==> src/rtl/lzw_pkg.sv <==
// Shared LZW dictionary types and constants for the encoder, decoder,
// prefix_code_ram and its controller.
package lzw_pkg;

    localparam int unsigned ADDR_W     = 12;
    localparam int unsigned DATA_W     = 13;
    localparam int unsigned FIRST_CODE = 256;

    typedef logic [ADDR_W-1:0] code_t;
    typedef logic [DATA_W-1:0] prefix_t;

    localparam prefix_t EMPTY_MARK   = 13'h1FFF;
    localparam code_t   FIRST_CODE_C = code_t'(FIRST_CODE);
    localparam code_t   LAST_CODE    = '1;

    typedef enum logic [1:0] {
        IDLE,
        INIT,
        RUN
    } ctrl_state_t;

    typedef struct packed {
        logic    en;
        logic    wren;
        code_t   addr;
        prefix_t wdata;
    } ram_cmd_t;

    function automatic ram_cmd_t ram_write(input code_t addr, input prefix_t data);
        ram_cmd_t cmd;
        cmd.en    = 1'b1;
        cmd.wren  = 1'b1;
        cmd.addr  = addr;
        cmd.wdata = data;
        return cmd;
    endfunction

    function automatic ram_cmd_t ram_read(input code_t addr);
        ram_cmd_t cmd;
        cmd.en    = 1'b1;
        cmd.wren  = 1'b0;
        cmd.addr  = addr;
        cmd.wdata = '0;
        return cmd;
    endfunction

endpackage

==> src/rtl/prefix_ram_ctrl_rr_arb2.sv <==
// Two-requester round-robin arbiter. On a contested grant the favoured
// requester wins and priority passes to the other one.
module rr_arb2 (
    input  logic       clk,
    input  logic       rst,
    input  logic [1:0] req,
    input  logic       enable,
    output logic [1:0] gnt
);

    logic pri_q;
    logic pri_d;

    always_comb begin
        gnt   = 2'b00;
        pri_d = pri_q;
        if (enable) begin
            case (req)
                2'b01: gnt = 2'b01;
                2'b10: gnt = 2'b10;
                2'b11: begin
                    gnt   = pri_q ? 2'b10 : 2'b01;
                    pri_d = ~pri_q;
                end
                default: gnt = 2'b00;
            endcase
        end
    end

    // pri_q = 0 favours requester 0
    always_ff @(posedge clk) begin
        if (rst) begin
            pri_q <= 1'b0;
        end else begin
            pri_q <= pri_d;
        end
    end

endmodule

==> src/rtl/prefix_ram_ctrl.sv <==
// Owner of the prefix_code_ram port: dictionary flush sequencer, code
// allocator and read/write round-robin access arbitration.
module prefix_ram_ctrl
    import lzw_pkg::*;
(
    input  logic              clk,
    input  logic              rst,
    input  logic              start_init,
    output logic              init_busy,
    input  logic              wr_req,
    input  logic [DATA_W-1:0] wr_data,
    output logic              wr_gnt,
    output logic [ADDR_W-1:0] wr_code,
    input  logic              rd_req,
    input  logic [ADDR_W-1:0] rd_addr,
    output logic              rd_gnt,
    output logic              rd_valid,
    output logic [DATA_W-1:0] rd_data,
    output logic [ADDR_W-1:0] next_code,
    output logic              dict_full,
    output logic              ram_en,
    output logic              ram_wren,
    output logic [ADDR_W-1:0] ram_addr,
    output logic [DATA_W-1:0] ram_wr_data,
    input  logic [DATA_W-1:0] ram_rd_data
);

    ctrl_state_t state_q, state_d;
    code_t       init_addr_q, init_addr_d;
    code_t       next_code_q, next_code_d;
    logic        dict_full_q, dict_full_d;
    logic        rd_valid_q, rd_valid_d;
    prefix_t     rd_hold_q, rd_hold_d;
    ram_cmd_t    ram_cmd;
    logic        arb_en;
    logic [1:0]  arb_req;
    logic [1:0]  arb_gnt;

    // a clear code in RUN takes the port away from both requesters
    assign arb_en  = (state_q == RUN) && !start_init;
    assign arb_req = {wr_req && !dict_full_q, rd_req};

    rr_arb2 u_arb (
        .clk    (clk),
        .rst    (rst),
        .req    (arb_req),
        .enable (arb_en),
        .gnt    (arb_gnt)
    );

    assign rd_gnt = arb_gnt[0];
    assign wr_gnt = arb_gnt[1];

    always_comb begin
        state_d     = state_q;
        init_addr_d = init_addr_q;
        next_code_d = next_code_q;
        dict_full_d = dict_full_q;
        ram_cmd     = '0;
        wr_code     = '0;
        unique case (state_q)
            IDLE: begin
                if (start_init) begin
                    state_d = INIT;
                end
            end
            INIT: begin
                ram_cmd = ram_write(init_addr_q, EMPTY_MARK);
                if (init_addr_q == LAST_CODE) begin
                    state_d     = RUN;
                    init_addr_d = FIRST_CODE_C;
                    next_code_d = FIRST_CODE_C;
                    dict_full_d = 1'b0;
                end else begin
                    init_addr_d = init_addr_q + code_t'(1);
                end
            end
            RUN: begin
                if (start_init) begin
                    state_d     = INIT;
                    ram_cmd     = ram_write(init_addr_q, EMPTY_MARK);
                    init_addr_d = init_addr_q + code_t'(1);
                end else if (wr_gnt) begin
                    ram_cmd = ram_write(next_code_q, wr_data);
                    wr_code = next_code_q;
                    if (next_code_q == LAST_CODE) begin
                        dict_full_d = 1'b1;
                    end else begin
                        next_code_d = next_code_q + code_t'(1);
                    end
                end else if (rd_gnt) begin
                    ram_cmd = ram_read(rd_addr);
                end
            end
            default: state_d = IDLE;
        endcase
    end

    // read return: RAM data passes through while valid, then is held
    always_comb begin
        rd_valid_d = rd_gnt;
        rd_hold_d  = rd_valid_q ? ram_rd_data : rd_hold_q;
    end

    always_ff @(posedge clk) begin
        if (rst) begin
            state_q     <= IDLE;
            init_addr_q <= FIRST_CODE_C;
            next_code_q <= FIRST_CODE_C;
            dict_full_q <= 1'b0;
            rd_valid_q  <= 1'b0;
            rd_hold_q   <= '0;
        end else begin
            state_q     <= state_d;
            init_addr_q <= init_addr_d;
            next_code_q <= next_code_d;
            dict_full_q <= dict_full_d;
            rd_valid_q  <= rd_valid_d;
            rd_hold_q   <= rd_hold_d;
        end
    end

    assign init_busy   = (state_q == INIT);
    assign rd_valid    = rd_valid_q;
    assign rd_data     = rd_hold_d;
    assign next_code   = next_code_q;
    assign dict_full   = dict_full_q;
    assign ram_en      = ram_cmd.en;
    assign ram_wren    = ram_cmd.wren;
    assign ram_addr    = ram_cmd.addr;
    assign ram_wr_data = ram_cmd.wdata;

endmodule

==> config.mk <==
export PLATFORM = sky130hd
export DESIGN_NAME = prefix_ram_ctrl
export DESIGN_NICKNAME = d
export VERILOG_FILES = /design/src/rtl/lzw_pkg.sv /design/src/rtl/prefix_ram_ctrl_rr_arb2.sv /design/src/rtl/prefix_ram_ctrl.sv
export SDC_FILE = /design/constraint.sdc
export NUM_CORES = 1
export LEC_CHECK = 0
export ABC_CLOCK_PERIOD_IN_PS = 2500
export CAP_MARGIN = 30
export CORE_ASPECT_RATIO = 0.6
export CORE_UTILIZATION = 42
export CTS_CLUSTER_SIZE = 40
export DETAILED_ROUTE_END_ITERATION = 16
export GPL_ROUTABILITY_DRIVEN = 1
export MAX_ROUTING_LAYER = met4
export PLACE_DENSITY_LB_ADDON = 0.15
export SLEW_MARGIN = 20
export SYNTH_ARGS = -nofsm -noshare
export SYNTH_HDL_FRONTEND = slang
export SYNTH_SLANG_ARGS = --single-unit
==> constraint.sdc <==
create_clock -name clk -period 2.5 [get_ports clk]
set_input_delay 0.25 -clock clk [delete_from_list [all_inputs] [get_ports clk]]
set_output_delay 0.25 -clock clk [all_outputs]
set_load 0.01 [all_outputs]
Word level (Yosys, flattened, before mapping):

Cells that the tools add are included.

* register bits after elaboration: 42
* input port bits: 43
* output and inout bits: 69
* word-level logic and storage cells: 63

* $add $sub $neg: 2
* eq/ne operators: 14
* multiplexer cells: 27
* bitwise gates (word level): 1
* reductions and logical operators: 12

Operators by type and width (count)
* $mux W12: 9
* $mux W27: 3
* $pmux W27 S2: 1
* $pmux W12 S2: 2
* $add A12 B1 Y12 const B: 2
* $eq A12 B12 Y1 const B: 2
* $mux W13: 1
* $reduce_and A5 Y1: 2
* $mux W2: 4
* $ne A2 B2 Y1 const B: 4
* $eq A2 B2 Y1 const B: 3
* $ne A2 B1 Y1 const B: 3
* $pmux W2 S3: 1
* $reduce_and A2 Y1: 3
* $eq A2 B1 Y1 const B: 2
* $mux W1: 4
* $pmux W2 S2: 1
* $logic_and A1 B1 Y1: 2
* $logic_not A1 Y1: 2
* $logic_not A2 Y1: 1
* $pmux W1 S2: 1
* $reduce_bool A2 Y1: 1
* $reduce_or A2 Y1: 1
* $not A1 Y1: 1

Logic depth before layout (Yosys ltp):

* depth in word-level cells: 9
* gate-level depth with buffers: 9

Hierarchy:

Synthesis repeated with hierarchy kept, for this count alone.

* cell total of the unflattened synthesis: 301
* area, all modules: 2585.0 µm²

By module, submodules not included
* prefix_ram_ctrl: instances 1, cells an instance 291, area each 2512.4 µm², seq. area each 820.8 µm²
* rr_arb2: instances 1, cells an instance 10, area each 72.6 µm², seq. area each 20.0 µm²

Worst setup path before layout:

Ideal clock, no wire load.

* kind: reg-to-output
* from: register state_q[1]
* to: output port ram_wr_data[10]
* arrival: 1957 ps
* setup slack: 293 ps
* stages on the path, launching flop included: 9
* buffers on the path: 2
* cell sequence: dfxtp_1 > inv_1 > ha_1 > clkbuf_1 > nand2b_1 > a31oi_1 > nor2b_1 > clkbuf_1 > o21a_1

RTL lines
* start, declared: RTL line prefix_ram_ctrl.sv:28 `ctrl_state_t state_q, state_d;`
* start signal, assigned: RTL line prefix_ram_ctrl.sv:114 `state_q <= state_d;`
* $eq A2 B1 Y1
* named net init_busy: RTL line prefix_ram_ctrl.sv:9 `output logic init_busy,`
* $pmux W27 S2: RTL line prefix_ram_ctrl.sv:61 `unique case (state_q)`
* end, declared: RTL line prefix_ram_ctrl.sv:24 `output logic [DATA_W-1:0] ram_wr_data,`

The timed path passes the listed nets, and every way through them passes these cells.

Worst setup path in the final report:

* from: register state_q[0]
* to: output port ram_wr_data[6]

* cells in the longest elaborated chain, start to end: 6

Ends and longest elaborated chain
* $eq A2 B2 Y1: RTL line prefix_ram_ctrl.sv:40, prefix_ram_ctrl.sv:61
* $logic_and A1 B1 Y1: RTL line prefix_ram_ctrl.sv:40 `assign arb_en = (state_q == RUN) && !start_init;`
* $mux W2: RTL line prefix_ram_ctrl_rr_arb2.sv:17 `if (enable) begin`
* $mux W27: RTL line prefix_ram_ctrl.sv:83 `end else if (wr_gnt) begin`
* $mux W27: RTL line prefix_ram_ctrl.sv:79 `if (start_init) begin`
* $pmux W27 S2 *: RTL line prefix_ram_ctrl.sv:61

Mark *: on every way between the ends. The rest lies on a longest branch, timed or not.

==> flow_metrics.env <==
export IMPL_outcome="completed"
export IMPL_async_flop_share_pct=0
export IMPL_grt_overflow_total=0
export IMPL_avgRoutedWirePerCell_microns=15.9
export IMPL_timing_fmax_ghz=0.412
export IMPL_post_synth_cell_area_avg_sq_um=8.56
export IMPL_stdcell_area_sq_mm=0.00399
export IMPL_synth_edf_count=0
export IMPL_worstPathCellList="inv_2 -> ha_4 -> nand2_1 -> nand2b_1 -> a31oi_1 -> nor2b_1 -> buf_6 -> o21a_1 -> clkdlybuf4s50_1"
export IMPL_syn_to_final_growth_pct=63.8
export IMPL_ys_types=42
export IMPL_yosysTopAreaCell="dfxtp_1"
export IMPL_maxCapViolations=0
export IMPL_dr_pass1_iters=4
export IMPL_final_util_pct=71.5
export IMPL_timing_rr_end="next_code[9]"
export IMPL_yosysSeqAreaShare_pct=34.6
export IMPL_synth_seq_cells=42
export IMPL_h_tree_depth=2
export IMPL_end_kind="output pin"
export IMPL_routed_wl_microns=7780
export IMPL_gp_congestion=0.845
export IMPL_post_route_period_util_pct=97.0
export IMPL_synth_area_leaders="dfxtp_1 35%, nor2b_1 7.5%, mux2_2 6.5%"
export IMPL_yosysWarnings=0
export IMPL_syn_cell_area_sq_mm=0.00243
export IMPL_die_area_sq_mm=0.00611
export IMPL_antenna_found_initial=0
export IMPL_cts_tree="yes"
export IMPL_port_buffer_count=111
export IMPL_hpwl_microns=5970
export IMPL_power_density_mw_per_mm2=611
export IMPL_place_area_sq_mm=0.00374
export IMPL_fin_total_pwr_mw=2.43
export IMPL_cp_max_fo=9
export IMPL_grt_pass1_wl_microns=12000
export IMPL_drt_iter0_drc=76
export IMPL_finalSetupViolCount=0
export IMPL_antenna_cells=0
export IMPL_worstSetupStartpointType="register"
export IMPL_die_w_microns=100
export IMPL_ir_worst_vdd_v=0.000387
export IMPL_cts_root_buf="clkbuf_8"
export IMPL_hold_violations=0
export IMPL_vias_per_cell=5.26
export IMPL_final_cell_mix="91 x clkdlybuf4s50_1, 40 x dfxtp_1, 29 x nor2b_1"
export IMPL_maxSlewViolCount=0
export IMPL_grt_max_degree=24
export IMPL_hold_buffers=0
export IMPL_ys_flop_type="dfxtp_1"
export IMPL_worstHoldEndpoint="u_arb.pri_q"
export IMPL_crit_start="state_q[0]"
export IMPL_hold_depth=2
export IMPL_detail_route_antenna_nets=0
export IMPL_critPathRequiredTime_ps=2250
export IMPL_crit_path_max_incr_delay_ps=530
export IMPL_io_pins=112
export IMPL_drcViolationCount=0
export IMPL_hold_class="reg2reg"
export IMPL_dpl_cell_count=479
export IMPL_cts_sinks=42
export IMPL_reg2reg_setup_slack_ps=260
export IMPL_cts_made_buffers=5
export IMPL_skew_ps=4.35
export IMPL_grtUsageTotal_pct=26.5
export IMPL_crit_slowest_cell="clkdlybuf4s50_1"
export IMPL_period_minus_slack_ps=2430
export IMPL_tightest_slew_ps=612
export IMPL_r2r_start="state_q[0]"
export IMPL_critical_path_arrival_ps=2180
export IMPL_final_cells=490
export IMPL_max_slew_margin_rel_pct=59.2
export IMPL_hold_path_startpoint="u_arb.pri_q"
export IMPL_drive_gt1_share_pct=15.1
export IMPL_hold_ws_ps=545
export IMPL_syn_nets=333
export IMPL_start_util_pct=43.7
export IMPL_clk_path_buf_depth=2
export IMPL_ff2ff_path_depth=8
export IMPL_rows=21
export IMPL_layout_nets=459
export IMPL_die_y_microns=60.9
export IMPL_synth_top_area_share_pct=34.6
export IMPL_grt_pass1_vias=2369
export IMPL_leakage_nw=1.71
export IMPL_clk_latency_ps=290
export IMPL_core_area_sq_mm=0.00557
export IMPL_final_common_cell="clkdlybuf4s50_1"
export IMPL_path_clk_slew_ps=80
export IMPL_nFillCells=448
export IMPL_critPathKind="reg2out"
export IMPL_postSynthCellCount=284
export IMPL_num_vias=2578
export IMPL_rsz0062_at_grt="no"
[synthesized netlist by cell type (3+ instances only)]
master and n:
dfxtp_1 42, nand2_1 12, a221oi_1 12, o21a_1 11, and2_1 12, nand2b_1 4, nor2_1 24, o21ai_0 8
a21oi_1 14, xor2_1 8, o31a_1 3, nor2b_1 29, or4_1 5, xnor2_1 3, mux2_2 14, and3_1 3
or3_1 4, o31ai_1 3, nand4_1 7, ha_1 6, nand3_1 9, a31oi_1 4, clkbuf_1 14, inv_1 8
nor3_1 5
[state kept, by name, summed over array words and instances (netlist names)]
signal       flops
rd_hold_q       13
init_addr_q     12
next_code       12
state_q          2
dict_full        1
rd_valid         1
u_arb.pri_q      1
[cell type report]
| class | instances | area [sq um] | area share [%] |
|---|---|---|---|
| clock inverter | 1 | 30.0 | 0.754 |
| clock buffer | 6 | 82.6 | 2.07 |
| multi-input combinational | 219 | 1560 | 39.2 |
| tap | 80 | 100 | 2.51 |
| timing repair buffer | 134 | 1340 | 33.5 |
| inverter | 8 | 30.0 | 0.754 |
| sequential | 42 | 843 | 21.2 |
[critical path, delay by kind of cell (launching register included)]
kind	cells	cell delay [ps]
compound gates	2	190
flops	1	360
simple gates	3	390
fa+ha+maj	1	180
buf+inv	3	760
[timing repair]
action                     4_1_cts  5_1_grt
resized for setup               11       25
pin swaps                        0        1
setup endpoints to repair       27       19
gates cloned                     0        0
setup buffers                    0        4
[cell families after synthesis]
logic type               Yosys count  synth area share, %
XOR/XNOR                          11                 3.96
adder cells (fa/ha/maj)            6                 3.09
AO/OA/AOI/OAI                     62                 18.3
buffers and inverters             23                 3.55
flip-flops                        42                 34.6
multiplexers                      15                 6.89
AND/OR/NAND/NOR                  125                 29.6
[power by group]
| group | leakage (nW) | switching (mW) | internal, mW | total [mW] |
|---|---|---|---|---|
| clock | 0.0573 | 0.240 | 0.320 | 0.560 |
| combinational | 1.31 | 0.552 | 0.583 | 1.13 |
| sequential | 0.340 | 0.0357 | 0.704 | 0.740 |
| total | 1.71 | 0.828 | 1.61 | 2.43 |
[routing by layer]
layer | wire length, microns | up-vias | track usage, % | share of wire (%)
met5 | 0 | - | - | 0
met4 | 29 | 0 | 4.35 | 0.37
met3 | 305 | 4 | 4.61 | 3.9
met2 | 3510 | 56 | 38.3 | 45
met1 | 3930 | 1239 | 38.9 | 51
li1 | - | 1279 | - | -
[how the worst max path moves through the flow]
stage,end,slack (ps),cells past startpoint
after floorplan,ram_wr_data[10],290,8
after global placement,ram_addr[4],70,8
after detailed placement,ram_addr[11],30,8
after CTS,ram_wr_data[9],-10,8
after global routing,ram_wr_data[6],4,9
final,ram_wr_data[6],70,9
[stage by stage]
| stage | setup TNS [ps] | worst slack (ps) |
|---|---|---|
| after global routing | 0 | 3.89 |
| after global placement | 0 | 70.0 |
| after CTS | -19.2 | -11.0 |
| after floorplan | 0 | 293 |
| final | 0 | 74.1 |
| after detailed placement | 0 | 30.9 |
Note: power is estimated with default switching activity, not from simulation.
==> RTL edit 1 (config.mk and constraints unchanged) <==
Encoding of `ctrl_state_t`: now one-hot (3 bits for 3 states).
--- a/src/rtl/lzw_pkg.sv
+++ b/src/rtl/lzw_pkg.sv
@@ -13,10 +13,10 @@
     localparam code_t   FIRST_CODE_C = code_t'(FIRST_CODE);
     localparam code_t   LAST_CODE    = '1;
 
-    typedef enum logic [1:0] {
-        IDLE,
-        INIT,
-        RUN
+    typedef enum logic [2:0] {
+        IDLE = 3'b001,
+        INIT = 3'b010,
+        RUN  = 3'b100
     } ctrl_state_t;
 
     typedef struct packed {
Function: no difference found for any inputs over 10 cycles, from zero or initial values and one cycle with rst high; not proved beyond that.
==> RTL edit 1 against the unedited design <==
  * The flow now finishes with violations (negative setup slack)
  * First-iteration DRC count increased by 17%
  * Cell area increased by 1.7%
  * Worst hold slack got worse by 0.083 ns
  * Sequential share of layout area increased by 0.20 points
  * Routed wire length increased by 2.2%
  * Sequential cell count increased by 1
  * Synthesized area about the same
  * Setup slack got worse by 0.076 ns
  * Critical endpoint is now ram_addr[3]
  * Highest routed layer unchanged
Power is not compared: it rests on default switching activity, and its combinational part moved more than twofold at a synthesized area within 25%.
==> RTL edit 1: results (changes against the unedited design) <==
clk slew on worst S/H paths - 0.09 ns
Pint - 0.977 mW
final hold slack - 0.461 ns (-0.0831 ns)
post-place setup slack - -0.222 ns (-0.253 ns)
Synth top cells by count - 43 x dfxtp_1, 40 x nor2_1, 29 x and2_1
count of different cell masters after synthesis - 44 (+4.8%)
Leak Pwr - 1.83 nW
min-delay worst type - in -> reg
ys flop type - dfxtp_1
clock skew - 0.00614 ns (+0.00179 ns)
Seq/Total Area, Yosys - 0.354 (+0.00841)
DRT iter0 DRCs - 89 (+17%)
crit-path max FO - 10 (+1)
vias in the first global route - 2343 (-1.1%)
r2r worst-path depth - 7 (-1)
Worst-Skew Late Latency - 0.31 ns (+0.02 ns)
cell area after placement - 3750 sq um (+0.10%)
share of cells above drive strength 1 - 0.162 (+0.0104)
Port Buffers - 111 (unchanged)
first-pass GRT wire length - 11800 microns (-1.9%)
Synth Warn # - 0 (unchanged)
Via-to-Cell Ratio - 5.22 (-0.70%)
Async SR Flop Fraction - 0 (unchanged)
Hold Path Stages - 4 (+2)
syn_nets - 343 (+3.0%)
final number of setup-violating endpoints - 1 (+1)
setup slack, reg-to-reg - 0.42 ns (+0.16 ns)
# diodes - 0 (unchanged)
Post-DP HPWL - 5710 microns (-4.4%)
Reg with most FFs - rd_hold_q
fin worst setup slack - -0.00216 ns (-0.0763 ns)
failing checks - negative setup slack
Nets - 477 (+3.9%)
largest net degree at the start of global routing - 24 (unchanged)
Synth area leaders - dfxtp_1 35%, and2_1 7.5%, nor2_1 6.2%
Top delay family on crit path - buffers and inverters
status - complete, but fails checks
actual slew at the worst max-slew pin - 0.642 ns (+0.0303 ns)
max incr delay on CP - 0.54 ns
max FFs per register - 13 (unchanged)
Routed WL - 7950 microns (+2.2%)
Placer Congestion - 0.891 (+5.4%)
GRT Overall Usage - 0.258 (-0.00718)
RTL edit 1: cell count changes after synthesis, moves of 9 or more:
cell / delta
inv_1: +10
nand2_1: +9
nor2b_1: -27
and2_1: +17
nor2_1: +16
o21a_1: -9
RTL edit 1: kinds of logic (layout without fill, tap and decap cells):
family	count (synthesis)	in the layout	share of synthesized area
buffers and inverters	33	167	0.0587
AO/OA/AOI/OAI	55	55	0.157
flip-flops	43	43	0.354
XOR/XNOR	17	17	0.0612
multiplexers	13	13	0.0602
AND/OR/NAND/NOR	135	136	0.299
adder cells (fa/ha/maj)	2	2	0.0103
RTL edit 1: final timing paths:
kind,start,to
worst max-delay path,state_q[1]$_SDFFE_PP0P_,ram_addr[3]
worst min-delay path,start_init,state_q[1]$_SDFFE_PP0P_
worst max register to register,init_addr_q[0]$_SDFFE_PP0P_,next_code[6]$_SDFFE_PP0P_
worst min register to register,next_code[1]$_SDFFE_PP0P_,next_code[1]$_SDFFE_PP0P_
RTL edit 1: power by group through the flow:
stage	sequential, mW	clock [mW]	combinational, mW
finish	0.690	0.477	0.149
CTS	0.689	0.476	0.139
global route	0.691	0.531	0.160
global placement	0.707	0	0.135
detailed placement	0.707	0	0.137
floorplan	0.705	0	0.0434
RTL edit 1: per-stage QoR:
stage	cells	setup TNS, ns
3_3_place_gp	494	-1.31
6_report	513	-0.00216
2_1_floorplan	298	0
3_5_place_dp	494	-2.27
5_1_grt	513	-0.351
4_1_cts	503	-0.00110
RTL edit 1: layer usage:
layer	GRT usage	vias up	routed length (microns)
met5	-	-	0
li1	-	1318	-
met3	0.0541	12	472
met4	0.0352	0	68
met2	0.381	95	3430
met1	0.369	1255	3980
RTL edit 1: worst register-to-register path: stages (launching register included):
cell     delay [ns]
dfxtp_1        0.43
ha_1           0.24
nand4_1        0.14
nor4_1         0.26
buf_4          0.24
o21ai_2        0.14
or4_1          0.42
a21oi_1        0.14
RTL edit 1: cell type report:
class,count,area [sq um]
Fill cell,448,1520
Multi-Input combinational cell,223,1500
Timing Repair Buffer,141,1430
Sequential cell,43,866
Tap cell,80,100
Clock buffer,5,68.8
Inverter,18,67.6
Clock inverter,3,23.8
RTL edit 1: what timing repair did:
item,CTS,global route
pin swaps,0,1
resized for setup,5,31
gates cloned,0,3
buffers inserted,1,7
setup endpoints to repair,25,24
==> RTL edit 2 (config.mk and constraints unchanged) <==
Made on the original files. Change the package constant `ADDR_W` from 12 to 13.
--- a/src/rtl/lzw_pkg.sv
+++ b/src/rtl/lzw_pkg.sv
@@ -2,7 +2,7 @@
 // prefix_code_ram and its controller.
 package lzw_pkg;
 
-    localparam int unsigned ADDR_W     = 12;
+    localparam int unsigned ADDR_W     = 13;
     localparam int unsigned DATA_W     = 13;
     localparam int unsigned FIRST_CODE = 256;
 
Interface: changed (resized next_code, ram_addr, rd_addr and wr_code); port bits go from 112 to 116. No check against the original RTL was run, so the function may have changed too.
==> RTL edit 2 against the unedited design <==
  * Utilization rose by 1.6 points
  * Routed wire length rose by 11%
  * Sequential cell count rose by 2
  * Synthesized area rose by 5.6%
  * Critical path depth fell by 1
  * Cell area rose by 5.1%
  * Global-route usage rose by 1.0 points
  * Final cell count rose by 6.3%
  * Non-clock buffer count rose by 15
  * Setup slack got worse by 0.010 ns
  * Critical endpoint is now wr_code[9]
Power is not compared: it rests on default switching activity, and its combinational part moved more than twofold at a synthesized area within 25%.
==> RTL edit 2: results (changes against the unedited design) <==
syn_nets - 351 (+5.4%)
ys flop type - dfxtp_1
first-pass GRT wire length - 13100 microns (+9.2%)
Post-DP HPWL - 6370 microns (+6.7%)
vias in the first global route - 2488 (+5.0%)
GRT Overall Usage - 0.275 (+0.0103)
Initial DRT Pass Iterations - 5 (+1)
share of cells above drive strength 1 - 0.186 (+0.0347)
peak supply drop - 0.222 mV
Seq/Total Area, Yosys - 0.343 (-0.00260)
DRT iter0 DRCs - 154 (+100%)
actual slew at the worst max-slew pin - 0.617 ns (+0.00549 ns)
count of different cell masters after synthesis - 46 (+9.5%)
Mapped Cells - 301 (+6.0%)
largest net degree at the start of global routing - 25 (+4.2%)
global-route met3 utilization - 0.0593 (+0.0132)
Nets - 490 (+6.8%)
total number of vias - 2827 (+9.7%)
post-placement cell count - 501 (+4.6%)
met2 Use GR - 0.367 (-0.0159)
status - finished, final reports clean
Placer Congestion - 0.913 (+8.1%)
Via-to-Cell Ratio - 5.43 (+3.1%)
Port Buffers - 115 (+3.6%)
clock skew - 0.00743 ns (+0.00308 ns)
met1 Usage GRT - 0.412 (+0.0232)
post-place setup slack - -0.0380 ns (-0.0688 ns)
cell area after placement - 3920 sq um (+4.8%)
crit-path max FO - 7 (-2)
Routed WL - 8640 microns (+11%)
## RTL edit 2: cell count changes after synthesis, sizes merged, moves of 3 or more
cell	delta
or3	+5
buf	+4
nor3	-3
and4	+3
or4	-4
o21ai	+3
a21oi	+4
## RTL edit 2: final timing paths
check | startpoint | end | slack [ns] | cells after the start
setup reg to reg | init_addr_q[0]$_SDFFE_PP0P_ | next_code[9]$_SDFFE_PP0P_ | 0.34 | 7
hold reg to reg | next_code[11]$_SDFFE_PP0P_ | next_code[11]$_SDFFE_PP0P_ | 0.52 | 2
hold / removal | next_code[11]$_SDFFE_PP0P_ | next_code[11]$_SDFFE_PP0P_ | 0.52 | 2
setup / recovery | state_q[0]$_SDFFE_PP0P_ | wr_code[9] | 0.06 | 8
## RTL edit 2: critical path, stage by stage, from the launching register on
cell and delay [ns]:
dfxtp_2 0.34, inv_2 0.09, ha_4 0.19, nand2b_4 0.08
nor3_4 0.21, buf_4 0.20, and2_4 0.16, buf_4 0.09
clkdlybuf4s50_1 0.52
## RTL edit 2: repair_timing
item                       in CTS  in global routing
buffers inserted                5                  4
gates resized for setup        28                 25
pin swaps                       1                  1
gates cloned                    2                  1
setup endpoints to repair      39                 27
## RTL edit 2: metal layers
layer,vias up,share of wire
li1,1368,-
met1,1344,0.51
met2,102,0.41
met3,13,0.070
met4,0,0.015
met5,-,0
## RTL edit 2: cell type report
| class | instances | area, sq um |
|---|---|---|
| clock buffer | 5 | 68.8 |
| sequential | 44 | 886 |
| tap | 80 | 100 |
| multi-input combinational | 233 | 1670 |
| fill | 466 | 1540 |
| inverter | 7 | 26.3 |
| clock inverter | 3 | 18.8 |
| timing repair buffer | 149 | 1420 |
## RTL edit 2: where the power goes
part | internal (mW) | leakage, nW | switching (mW)
Combinational | 0.181 | 1.25 | 0.168
Clock | 0.195 | 0.0479 | 0.256
Sequential | 0.706 | 0.356 | 0.00937
Total | 1.08 | 1.66 | 0.433
## RTL edit 2: cells by family (layout without fill, tap and decap cells)
family / after synthesis / after routing / share of synthesized area
compound gates: 70 / 70 / 0.200
fa+ha+maj: 6 / 6 / 0.0292
buf+inv: 24 / 164 / 0.0390
xor+xnor: 10 / 10 / 0.0341
flops: 44 / 44 / 0.343
mux: 14 / 14 / 0.0614
simple gates: 133 / 133 / 0.293
